### config.mk
export PLATFORM = sky130hd
export DESIGN_NAME = sine_dac_sequencer
export DESIGN_NICKNAME = d
export VERILOG_FILES = /design/src/rtl/sine_dac_sequencer.sv
export SDC_FILE = /design/constraint.sdc
export NUM_CORES = 1
export LEC_CHECK = 0
export CAP_MARGIN = 20
export CORE_MARGIN = 1
export CORE_UTILIZATION = 25
export DETAILED_ROUTE_END_ITERATION = 8
export GPL_TIMING_DRIVEN = 1
export REMOVE_ABC_BUFFERS = 1
export SLEW_MARGIN = 10
export SYNTH_ARGS = -nofsm -noshare
export SYNTH_HDL_FRONTEND = slang
export SYNTH_SLANG_ARGS = --single-unit
### constraint.sdc
create_clock -name clk -period 4.5 [get_ports clk]
set_clock_uncertainty 0.2 [all_clocks]
set_input_delay 0.9 -clock clk [delete_from_list [all_inputs] [get_ports clk]]
set_output_delay 0.9 -clock clk [all_outputs]
set_load 0.005 [all_outputs]
### src/rtl/sine_dac_sequencer.sv
// Sine-wave DAC sample sequencer: phase accumulator plus quarter-wave LUT, paced by a sample-period divider.
// Latency: the first sample is strobed one cycle after start is accepted; samples are then div+1 cycles apart.
// Backpressure: none; the DAC captures I_data whenever en is high. Stop and burst end park the output at midscale.
// Ports: clk/rst_n; start/stop requests; fcw/div/n_samples config (latched at start);
//        I_data/en DAC drive; busy (RUN or PARK); done (one-cycle pulse on the park strobe).
module sine_dac_sequencer #(
    parameter int DIV_W   = 16,
    parameter int PHASE_W = 16,
    parameter int CNT_W   = 16
) (
    input  logic               clk,
    input  logic               rst_n,
    input  logic               start,
    input  logic               stop,
    input  logic [PHASE_W-1:0] fcw,
    input  logic [DIV_W-1:0]   div,
    input  logic [CNT_W-1:0]   n_samples,
    output logic [7:0]         I_data,
    output logic               en,
    output logic               busy,
    output logic               done
);

    typedef enum logic [1:0] {
        ST_IDLE = 2'd0,
        ST_RUN  = 2'd1,
        ST_PARK = 2'd2
    } state_t;

    localparam logic [7:0] MIDSCALE = 8'd128;

    state_t             state_q, state_d;
    logic [PHASE_W-1:0] acc_q, acc_d;
    logic [PHASE_W-1:0] fcw_q, fcw_d;
    logic [DIV_W-1:0]   div_q, div_d;
    logic [DIV_W-1:0]   cnt_q, cnt_d;
    logic [CNT_W-1:0]   nsmp_q, nsmp_d;
    logic [CNT_W-1:0]   scnt_q, scnt_d;
    logic [CNT_W-1:0]   scnt_inc;
    logic               pend_q, pend_d;
    logic [7:0]         data_q, data_d;
    logic               en_q, en_d;
    logic               busy_q, busy_d;
    logic               done_q, done_d;

    // Quarter-wave table: round(127 * sin(2*pi*i/256)), i = 0..64.
    function automatic logic [6:0] qsin(input logic [6:0] i);
        logic [6:0] v;
        case (i)
            7'd0:  v = 7'd0;   7'd1:  v = 7'd3;   7'd2:  v = 7'd6;   7'd3:  v = 7'd9;
            7'd4:  v = 7'd12;  7'd5:  v = 7'd16;  7'd6:  v = 7'd19;  7'd7:  v = 7'd22;
            7'd8:  v = 7'd25;  7'd9:  v = 7'd28;  7'd10: v = 7'd31;  7'd11: v = 7'd34;
            7'd12: v = 7'd37;  7'd13: v = 7'd40;  7'd14: v = 7'd43;  7'd15: v = 7'd46;
            7'd16: v = 7'd49;  7'd17: v = 7'd51;  7'd18: v = 7'd54;  7'd19: v = 7'd57;
            7'd20: v = 7'd60;  7'd21: v = 7'd63;  7'd22: v = 7'd65;  7'd23: v = 7'd68;
            7'd24: v = 7'd71;  7'd25: v = 7'd73;  7'd26: v = 7'd76;  7'd27: v = 7'd78;
            7'd28: v = 7'd81;  7'd29: v = 7'd83;  7'd30: v = 7'd85;  7'd31: v = 7'd88;
            7'd32: v = 7'd90;  7'd33: v = 7'd92;  7'd34: v = 7'd94;  7'd35: v = 7'd96;
            7'd36: v = 7'd98;  7'd37: v = 7'd100; 7'd38: v = 7'd102; 7'd39: v = 7'd104;
            7'd40: v = 7'd106; 7'd41: v = 7'd107; 7'd42: v = 7'd109; 7'd43: v = 7'd111;
            7'd44: v = 7'd112; 7'd45: v = 7'd113; 7'd46: v = 7'd115; 7'd47: v = 7'd116;
            7'd48: v = 7'd117; 7'd49: v = 7'd118; 7'd50: v = 7'd120; 7'd51: v = 7'd121;
            7'd52: v = 7'd122; 7'd53: v = 7'd122; 7'd54: v = 7'd123; 7'd55: v = 7'd124;
            7'd56: v = 7'd125; 7'd57: v = 7'd125; 7'd58: v = 7'd126; 7'd59: v = 7'd126;
            7'd60: v = 7'd126; 7'd61: v = 7'd127; 7'd62: v = 7'd127; 7'd63: v = 7'd127;
            default: v = 7'd127;
        endcase
        return v;
    endfunction

    // Phase to code: top 8 phase bits select quadrant and table index.
    // Odd quadrants read the table backwards, the lower half-cycle subtracts.
    logic [7:0] ph;
    logic [6:0] idx;
    logic [6:0] mag;
    logic [7:0] code;

    always_comb begin
        ph   = acc_q[PHASE_W-1 -: 8];
        idx  = ph[6] ? (7'd64 - {1'b0, ph[5:0]}) : {1'b0, ph[5:0]};
        mag  = qsin(idx);
        code = ph[7] ? (MIDSCALE - {1'b0, mag}) : (MIDSCALE + {1'b0, mag});
    end

    assign scnt_inc = scnt_q + CNT_W'(1);

    always_comb begin
        state_d = state_q;
        acc_d   = acc_q;
        fcw_d   = fcw_q;
        div_d   = div_q;
        cnt_d   = cnt_q;
        nsmp_d  = nsmp_q;
        scnt_d  = scnt_q;
        pend_d  = pend_q;
        data_d  = data_q;
        en_d    = 1'b0;
        done_d  = 1'b0;

        case (state_q)
            ST_IDLE: begin
                // stop wins over a simultaneous start
                if (start && !stop) begin
                    fcw_d   = fcw;
                    div_d   = div;
                    nsmp_d  = n_samples;
                    acc_d   = '0;
                    cnt_d   = '0;
                    scnt_d  = '0;
                    pend_d  = 1'b0;
                    state_d = ST_RUN;
                end
            end
            ST_RUN: begin
                pend_d = pend_q | stop;
                if (cnt_q == '0) begin
                    if (pend_q || stop) begin
                        // Pending stop or finished burst: this tick becomes the park strobe.
                        data_d  = MIDSCALE;
                        en_d    = 1'b1;
                        done_d  = 1'b1;
                        state_d = ST_PARK;
                    end else begin
                        data_d = code;
                        en_d   = 1'b1;
                        acc_d  = acc_q + fcw_q;
                        cnt_d  = div_q;
                        scnt_d = scnt_inc;
                        // Last burst sample: park on the following tick, div+1 cycles later.
                        if (nsmp_q != '0 && scnt_inc == nsmp_q) begin
                            pend_d = 1'b1;
                        end
                    end
                end else begin
                    cnt_d = cnt_q - DIV_W'(1);
                end
            end
            ST_PARK: begin
                pend_d  = 1'b0;
                state_d = ST_IDLE;
            end
            default: begin
                state_d = ST_IDLE;
            end
        endcase

        busy_d = (state_d != ST_IDLE);
    end

    always_ff @(posedge clk or negedge rst_n) begin
        if (!rst_n) begin
            state_q <= ST_IDLE;
            acc_q   <= '0;
            fcw_q   <= '0;
            div_q   <= '0;
            cnt_q   <= '0;
            nsmp_q  <= '0;
            scnt_q  <= '0;
            pend_q  <= 1'b0;
            data_q  <= MIDSCALE;
            en_q    <= 1'b0;
            busy_q  <= 1'b0;
            done_q  <= 1'b0;
        end else begin
            state_q <= state_d;
            acc_q   <= acc_d;
            fcw_q   <= fcw_d;
            div_q   <= div_d;
            cnt_q   <= cnt_d;
            nsmp_q  <= nsmp_d;
            scnt_q  <= scnt_d;
            pend_q  <= pend_d;
            data_q  <= data_d;
            en_q    <= en_d;
            busy_q  <= busy_d;
            done_q  <= done_d;
        end
    end

    assign I_data = data_q;
    assign en     = en_q;
    assign busy   = busy_q;
    assign done   = done_q;

endmodule

Yosys cells after proc, flatten, opt, wreduce, memory -nomap -nowiden
Memories as Yosys holds them, arrays and structs flattened.
Cells that the tools add are included.
- register bits: 110
- ROM bits: 448
- bits of input ports: 52
- output and inout port bits: 11
- memories kept: 1
- $add $sub $neg: 6
- equality and inequality tests: 7
- multiplexer cells: 28
- bitwise operators: 1
- reduce and logical (&&, ||, !) cells: 15
- memory list (memory ; depth ; bits a word ; read ports ; clocked after Yosys merged registers in ; wr ports ; line ; source):
    (no name shown) ; 64 ; 7 ; 1 ; 0 ; 0 ; 49 ; case (i)
- operator list (cell ; count):
    16-bit 2-to-1 mux ; 7
    16-bit case mux with 2 select lines ; 3
    16-bit by 1-bit adder with 16-bit output (second input constant) ; 1
    16-bit adder ; 1
    16-bit equality test ; 1
    16-bit zero test ; 1
    8-bit 2-to-1 mux ; 2
    16-bit nonzero test ; 1
    16-bit by 1-bit subtractor with 16-bit output (second input constant) ; 1
    7-bit 2-to-1 mux ; 2
    1-bit 2-to-1 mux ; 9
    8-bit by 7-bit adder with 8-bit output (first input constant) ; 1
    8-bit by 7-bit subtractor with 8-bit output (first input constant) ; 1
    7-bit by 6-bit subtractor with 7-bit output (first input constant) ; 1
    2-bit 2-to-1 mux ; 3
    2-bit inequality test (second input constant) ; 3
    2-bit AND reduction ; 3
    2-bit case mux with 2 select lines ; 1
    4-bit AND reduction ; 1
    2-bit nonzero test ; 2
    3-bit inequality test (second input constant) ; 1
    1-bit case mux with 3 select lines ; 1
    3-bit AND reduction ; 1
    3-bit nonzero test ; 1
    7 further kinds ; 8

Logic depth before layout (Yosys ltp)
Gate-level depths: netlist (run 1).
- word-level depth: 7
- mapped depth: 17

Worst setup path after synthesis (run 1)
No wires, ideal clock.
- path kind: flip-flop to flip-flop
- start point: register acc_q[8]
- end point: register data_q[6], in the netlist I_data[6]
- arrival time: 3.495 ns
- required time: 4.171 ns
- path slack: 0.676 ns
- stages on the path, launching flop included: 16
- buffers on the path: 1
- period minus slack after synthesis: 3.824 ns
- cells stage by stage: dfrtp_1 buf_2 inv_1 ha_1 or3b_1 o32a_1 o31a_1 o32a_1 nor3_1 or3_1 ha_1 inv_1 or4_1 o41ai_1 xnor2_1 o21ai_1
- word-level cells in the longest chain between the ends: 7
- elaborated cells on any way between the ends: 8
- ends and longest elaborated chain (item ; line ; source):
    start, declared ; 33 ; logic [PHASE_W-1:0] acc_q, acc_d;
    start signal, assigned ; 153 ; acc_q <= '0;
    start signal, assigned ; 166 ; acc_q <= acc_d;
    7-bit by 6-bit subtractor with 7-bit output ; 80 ; idx = ph[6] ? (7'd64 - {1'b0, ph[5:0]}) : {1'b0, ph[5:0]};
    7-bit 2-to-1 mux * ; 80 ;
    memory 64 x 7 bit ; -- ;
    7-bit 2-to-1 mux * ; 49 ;
    8-bit by 7-bit adder with 8-bit output or 8-bit by 7-bit subtractor with 8-bit output (tied branches) ; 82 ; code = ph[7] ? (MIDSCALE - {1'b0, mag}) : (MIDSCALE + {1'b0, mag});
    8-bit 2-to-1 mux * ; 82 ;
    8-bit 2-to-1 mux * ; 117 ; if (pend_q || stop) begin
    end signal, assigned ; 173 ; data_q <= data_d;
    end, declared ; 41 ; logic [7:0] data_q, data_d;
Mark *: on every way between the ends. The rest lies on a longest branch, timed or not.
A chain may end at the register's enable or synchronous reset.

Final worst setup path (run 1)
- start point: register acc_q[9]
- end point: register data_q[6], in the netlist I_data[6]
Same word-level chain as after synthesis.

==> results of run 1 <==
[final cells by class]
type | instances | area, um^2 | share of cell area
Multi-Input combinational cell | 668 | 3960 | 0.474
Sequential cell | 110 | 2750 | 0.329
Timing Repair Buffer | 85 | 791 | 0.0946
Tap cell | 372 | 465 | 0.0557
Clock buffer | 10 | 239 | 0.0286
Clock inverter | 6 | 78.8 | 0.00943
Inverter | 18 | 67.6 | 0.00808
[cells in the final DEF (no fill, tap or decap), types with 5 or more instances in the layout]
cell,netlist,final
nand2_1,217,217
dfrtp_1,109,109
clkdlybuf4s50_1,0,61
o21ai_0,59,59
nor2_1,47,47
a21oi_1,36,36
xnor2_1,31,30
nor3_1,28,27
ha_1,27,27
buf_4,1,24
nand3_1,16,16
inv_1,16,16
xor2_1,14,14
nand2b_1,12,12
and3_1,12,12
o31ai_1,11,11
nor2b_1,10,10
or3_1,10,10
clkbuf_16,0,9
a22o_1,8,8
a31oi_1,8,8
nor4_1,8,8
a22oi_1,7,7
a21o_1,7,7
a211oi_1,6,6
nand4_1,6,6
o211ai_1,6,6
mux2i_1,5,5
[kinds of logic after synthesis]
kind of cell,count (synthesis)
AND/OR/NAND/NOR,388
AO/OA/AOI/OAI,197
flip-flops,110
buffers and inverters,59
XOR/XNOR,49
adder cells (fa/ha/maj),28
multiplexers,6
[worst max-delay path, cell delays in order, from the launching register on]
cell,delay (ps)
dfrtp_1,470
inv_1,120
ha_1,380
and2b_4,280
xnor2_4,310
mux2i_1,230
a221oi_1,100
o32ai_1,500
ha_1,230
inv_1,60
or4_1,510
o41ai_1,340
xnor2_1,170
o21ai_1,70
[power by group]
part / switching [mW] / internal (mW)
clock: 0.414 / 0.458
combinational: 0.572 / 0.516
sequential: 0.255 / 1.29
[metal layers]
metal  up-vias  track usage
met5         -            0
met4         0       0.0320
met3        12       0.0255
met2       104        0.205
met1      2855        0.184
li1       3047            -
[flip-flops by register name, indices dropped and copies added (netlist names)]
register  cells
I_data        8
busy          1
state_q       2
scnt_q       16
cnt_q        16
acc_q        16
fcw_q        16
pend_q        1
div_q        16
nsmp_q       16
en            1
done          1
[worst max-delay path by stage]
stage | slack [ps] | to
finish | 380 | I_data[6]
global route | 60 | I_data[6]
CTS | 300 | I_data[6]
detailed placement | 330 | I_data[6]
global placement | 310 | I_data[6]
floorplan | -800 | acc_q[15]
==> results.md, run 1 <==
* CP max FO at 12
* Max-cap violations at 0
* EDFF count, synth at 0
* Top cells by count, synth: nand2_1 (217), dfrtp_1 (109), o21ai_0 (59), nor2_1 (47), a21oi_1 (36)
* Period utilization at 0.916
* Met3 wire length at around 660 um
* Compound-Gate Fraction of Synth Area at 0.187
* Cell Count Post-Placement at 1253
* Final non-filler cell total at between 1000 and 1500
* Vias in the first global route at 5865
* CP Data Arrival Time at between 4000 and 5000 ps
* Worst hold slack at 265 ps
* Main synth FF type: dfrtp_1
* First-pass DRT Iterations at 4
* Placer Congestion at 0.839
* Post-CTS Setup Bufs at 0
* Initial antenna violation count at 0
* Yosys top cell by area: dfrtp_1
* Yosys warns at 0
* Vias at 6018
* Outcome: finished clean
* PnR worst setup slack at about 380 ps
* Number of fill cells in the layout at around 2900
* Most frequent cell after synthesis: nand2_1
* DRT met1 WL at 8970 um
* Sum Neg Setup Slack at 0 ps
* DR top layer: met4
* Final instance area at 8360 um^2
* Design Power at about 3.5 mW
* Fin. max-slew vios at 0
* CP startpoint: acc_q[9]
* Pin count of the biggest net entering global routing at between 50 and 60
* Pre-CTS setup slack at 331 ps
* Sink Count at 110
* Launch point of the worst reg-to-reg path: acc_q[9]
* Area growth, synth to finish at 20.1%
* Post-Synth XOR/XNOR Area at 0.0676
* Peak supply drop at 201 uV
* Placed cell area at 8030 um^2
* Proportion of netlist area held by the largest area contributor at 0.392
* Post-synthesis async set-or-reset flop share at 1.00
* Headroom to the max-slew limit at 0.394
* RSZ-0062 raised after global routing: false
* CTS root buf: clkbuf_16
* Layout cells sized above 1 at 0.0680
* Number of diodes at 0
* Vias per cell at 4.74
* Row count at 60
* Hold Crit Class: in -> async
* Largest family of logic cells by synthesized area: simple AND/OR/NAND/NOR gates
* Slew @ Worst Pin at 906 ps
* Hold Fails Final Rpt at 0
* Worst setup SP type: flip-flop
* Post-layout util at 0.308
* CP endpoint kind: flip-flop
* GRT Resource Usage Total at 0.131
* Maximum clock insertion buffer count at 2
* Starting Density at 0.257
* GRT overflow at 0
* Die W at about 170 um
* Fmax at about 0.24 GHz
* WS Path Type: reg -> reg
* Core area at between 20000 and 30000 um^2
* CTS buffer count at 9
* Worst R2R End: I_data[6]
* Mux cell area share after synthesis at 0.0110
* Drt drc at 0
* CTS tree: done
* Post-cts resize count at 0
* Synth Cell Area at 6960 um^2
* I/O pin cnt at 63
* Count of cell types in the netlist at 76
* CP Data Required Time at 4530 ps
* DP Wirelength at 13100 um
* Synthesized area per cell at 8.32 um^2
* Worst R2R Path Depth at 13
* Final wirelength at 17900 um
* Htree depth at 3
* # hold bufs at CTS at 0
* DRT iter0 DRCs at 393
* #FFs+latches synth at 110
* Top cells by area, synth: dfrtp_1 (39%), nand2_1 (12%), ha_1 (4.9%)
* Clock Latency Late Sink at between 300 and 400 ps
* Met2 wire length at 8120 um
* Crit path time final at 4120 ps
* Register area share after synthesis at 0.396
* Simple-Gate Fraction of Synth Area at 0.251
* Routed len/inst at 14.1 um
* Mapped Cells at about 840
* Final number of setup-violating endpoints at 0
* R2r setup slk at 380 ps
* Adder-Cell Fraction of Synth Area at 0.0514
* Antenna-violating nets left at 0
* Leakage at about 3.7 nW
* Die area at approximately 29000 um^2
* IO Port Bufs at 62
* Die H at 169 um
* Final net count at 972
* Clk slew on worst S/H paths at 80 ps
* Pwr dens at 419 nW/um^2
* First-pass GRT wire length at 30000 um
Power figures use the tool's default switching activity.
==> run 2: changes to the inputs <==
- HOLD_SLACK_MARGIN: not set -> 0.06
- PLACE_DENSITY: not set -> 0.39
==> results.md, run 2 (synthesis results as in run 1) <==
* Placed cell area at 8070 um^2
* NetSw at approximately 1.2 mW
* GRT Resource Usage Total at 0.141
* R2r setup slk at 330 ps
* Sequential power share at 0.438
* Final number of setup-violating endpoints at 0
* Met2 wire length at between 8000 and 9000 um
* Maximum clock insertion buffer count at 2
* Number of fill cells in the layout at ~2900
* WS Path Type: reg -> reg
* CP max FO at 18
* Outcome: finished clean
* Area growth, synth to finish at 20.5%
* CTS root buf: clkbuf_16
* CP endpoint kind: flip-flop
* Final instance area at 8390 um^2
* CP Data Required Time at 4540 ps
* I/O pin cnt at 63
* Clock group share of total power at 0.247
* Clk slew on worst S/H paths at 70 ps
* PnR worst setup slack at 333 ps
* Leakage at around 3.7 nW
* Slew @ Worst Pin at slightly below 900 ps
* Worst setup SP type: flip-flop
* Post-CTS Setup Bufs at 0
* CP endpoint: I_data[6]
* First-pass DRT Iterations at 4
* Pwr dens at around 420 nW/um^2
* DP Wirelength at 13800 um
* Die H at 169 um
* Drt drc at 0
* Headroom to the max-slew limit at 0.392
* Worst R2R Path Depth at 14
* Crit path time final at around 4200 ps
* Post-cts resize count at 0
* Combinational share of power at 0.314
* # hold bufs at CTS at 0
* Vias in the first global route at 5956
* Sink Count at 110
* Routed len/inst at 15.2 um
* Peak supply drop at 135 uV
* Launch point of the worst reg-to-reg path: acc_q[9]
* Starting Density at 0.257
* Final net count at 977
* Die W at 169 um
* Antenna-violating nets left at 0
* Met3 wire length at 375 um
* RSZ-0062 raised after global routing: false
* P_int at 2.30 mW
* Number of diodes at 0
* Htree depth at 3
* Net Sw Frac at 0.348
* Clock Latency Late Sink at 360 ps
* CP Data Arrival Time at 4210 ps
* Max-cap violations at 0
* IO Port Bufs at 62
* DRT met1 WL at roughly 9900 um
* CTS buffer count at 9
* Die area at ~29000 um^2
* Worst R2R End: I_data[6]
* Initial antenna violation count at 0
* CTS tree: done
* Most frequent cells in the layout: nand2_1 (217), dfrtp_1 (109), clkdlybuf4s50_1 (61)
* Commonest non-fill, non-tap cell in the layout: nand2_1
* Vias per cell at around 4.7
* Fmax at 0.240 GHz
* CP startpoint: acc_q[9]
* Vias at just over 6000
* Core area at ~27000 um^2
* First-pass GRT wire length at around 32000 um
* DRT iter0 DRCs at 347
* DR top layer: met4
* Row count at 60
* Hold Crit Class: reg -> reg
* GRT overflow at 0
* Fin. max-slew vios at 0
* Hold Fails Final Rpt at 0
* Pre-CTS setup slack at 367 ps
* Multi-input gate area at 3960 um^2
* Register Area at 2750 um^2
* Layout cells sized above 1 at 0.0710
* Final wirelength at 19400 um
* Pin count of the biggest net entering global routing at 65
* Period utilization at 0.926
* Placer Congestion at 0.800
run 2: cell types whose count changed in the layout (fill, tap and decap cells not counted), sizes merged:
| cell | delta |
|---|---|
| bufinv | +1 |
| clkinv | -1 |
| inv | -1 |
| buf | +5 |
run 2: power by group through the flow:
stage	sequential, mW	clock, mW	combinational, mW
finish	1.55	0.873	1.11
floorplan	1.49	0	0.781
CTS	1.55	0.907	1.13
detailed placement	1.57	0	1.12
global route	1.59	0.935	1.28
global placement	1.57	0	1.12
run 2: layout make-up:
cell class,instances,share of cell area
flip-flops and latches,110,0.328
clock inverters,5,0.0100
multi-input cells,668,0.472
inverters,18,0.00806
well taps,372,0.0555
repair buffers,90,0.0988
clock buffers,10,0.0273
run 2: worst max-delay path: stages (launching register included):
cell     delay (ps)
dfrtp_1         380
inv_1            80
ha_1            490
and2b_4         290
xnor2_1         580
nor2_1           80
o32a_1          300
nor3_1          180
or3_1           170
ha_1            150
inv_1            60
or4_1           510
o41ai_1         320
xnor2_1         170
o21ai_1          70
run 2: how the worst min path moves through the flow:
stage                         start        end  slack [ps]  depth (start not counted)
after floorplan            div_q[5]   div_q[5]         240                          2
final                      div_q[7]   div_q[7]         280                          2
after detailed placement   div_q[7]   div_q[7]         270                          2
after global routing      I_data[0]  I_data[0]         310                          2
after CTS                  div_q[7]   div_q[7]         290                          2
after global placement     div_q[7]   div_q[7]         260                          2
run 2: per-layer routing:
layer  vias to the layer above  track usage
li1                       3054            -
met1                      2887        0.199
met2                        78        0.227
met3                        15       0.0152
met4                         0       0.0447
met5                         -            0
run 2: per-stage QoR:
step / power (mW) / hold WS, ps / TNS [ps] / std cells / util
5_1_grt: 3.81 / 307 / 0 / 1273 / 0.309
4_1_cts: 3.59 / 286 / 0 / 1273 / 0.309
6_report: 3.53 / 280 / 0 / 1273 / 0.309
3_3_place_gp: 2.68 / 265 / 0 / 1258 / 0.298
2_1_floorplan: 2.27 / 237 / -30770 / 796 / -
3_5_place_dp: 2.69 / 268 / 0 / 1258 / 0.298
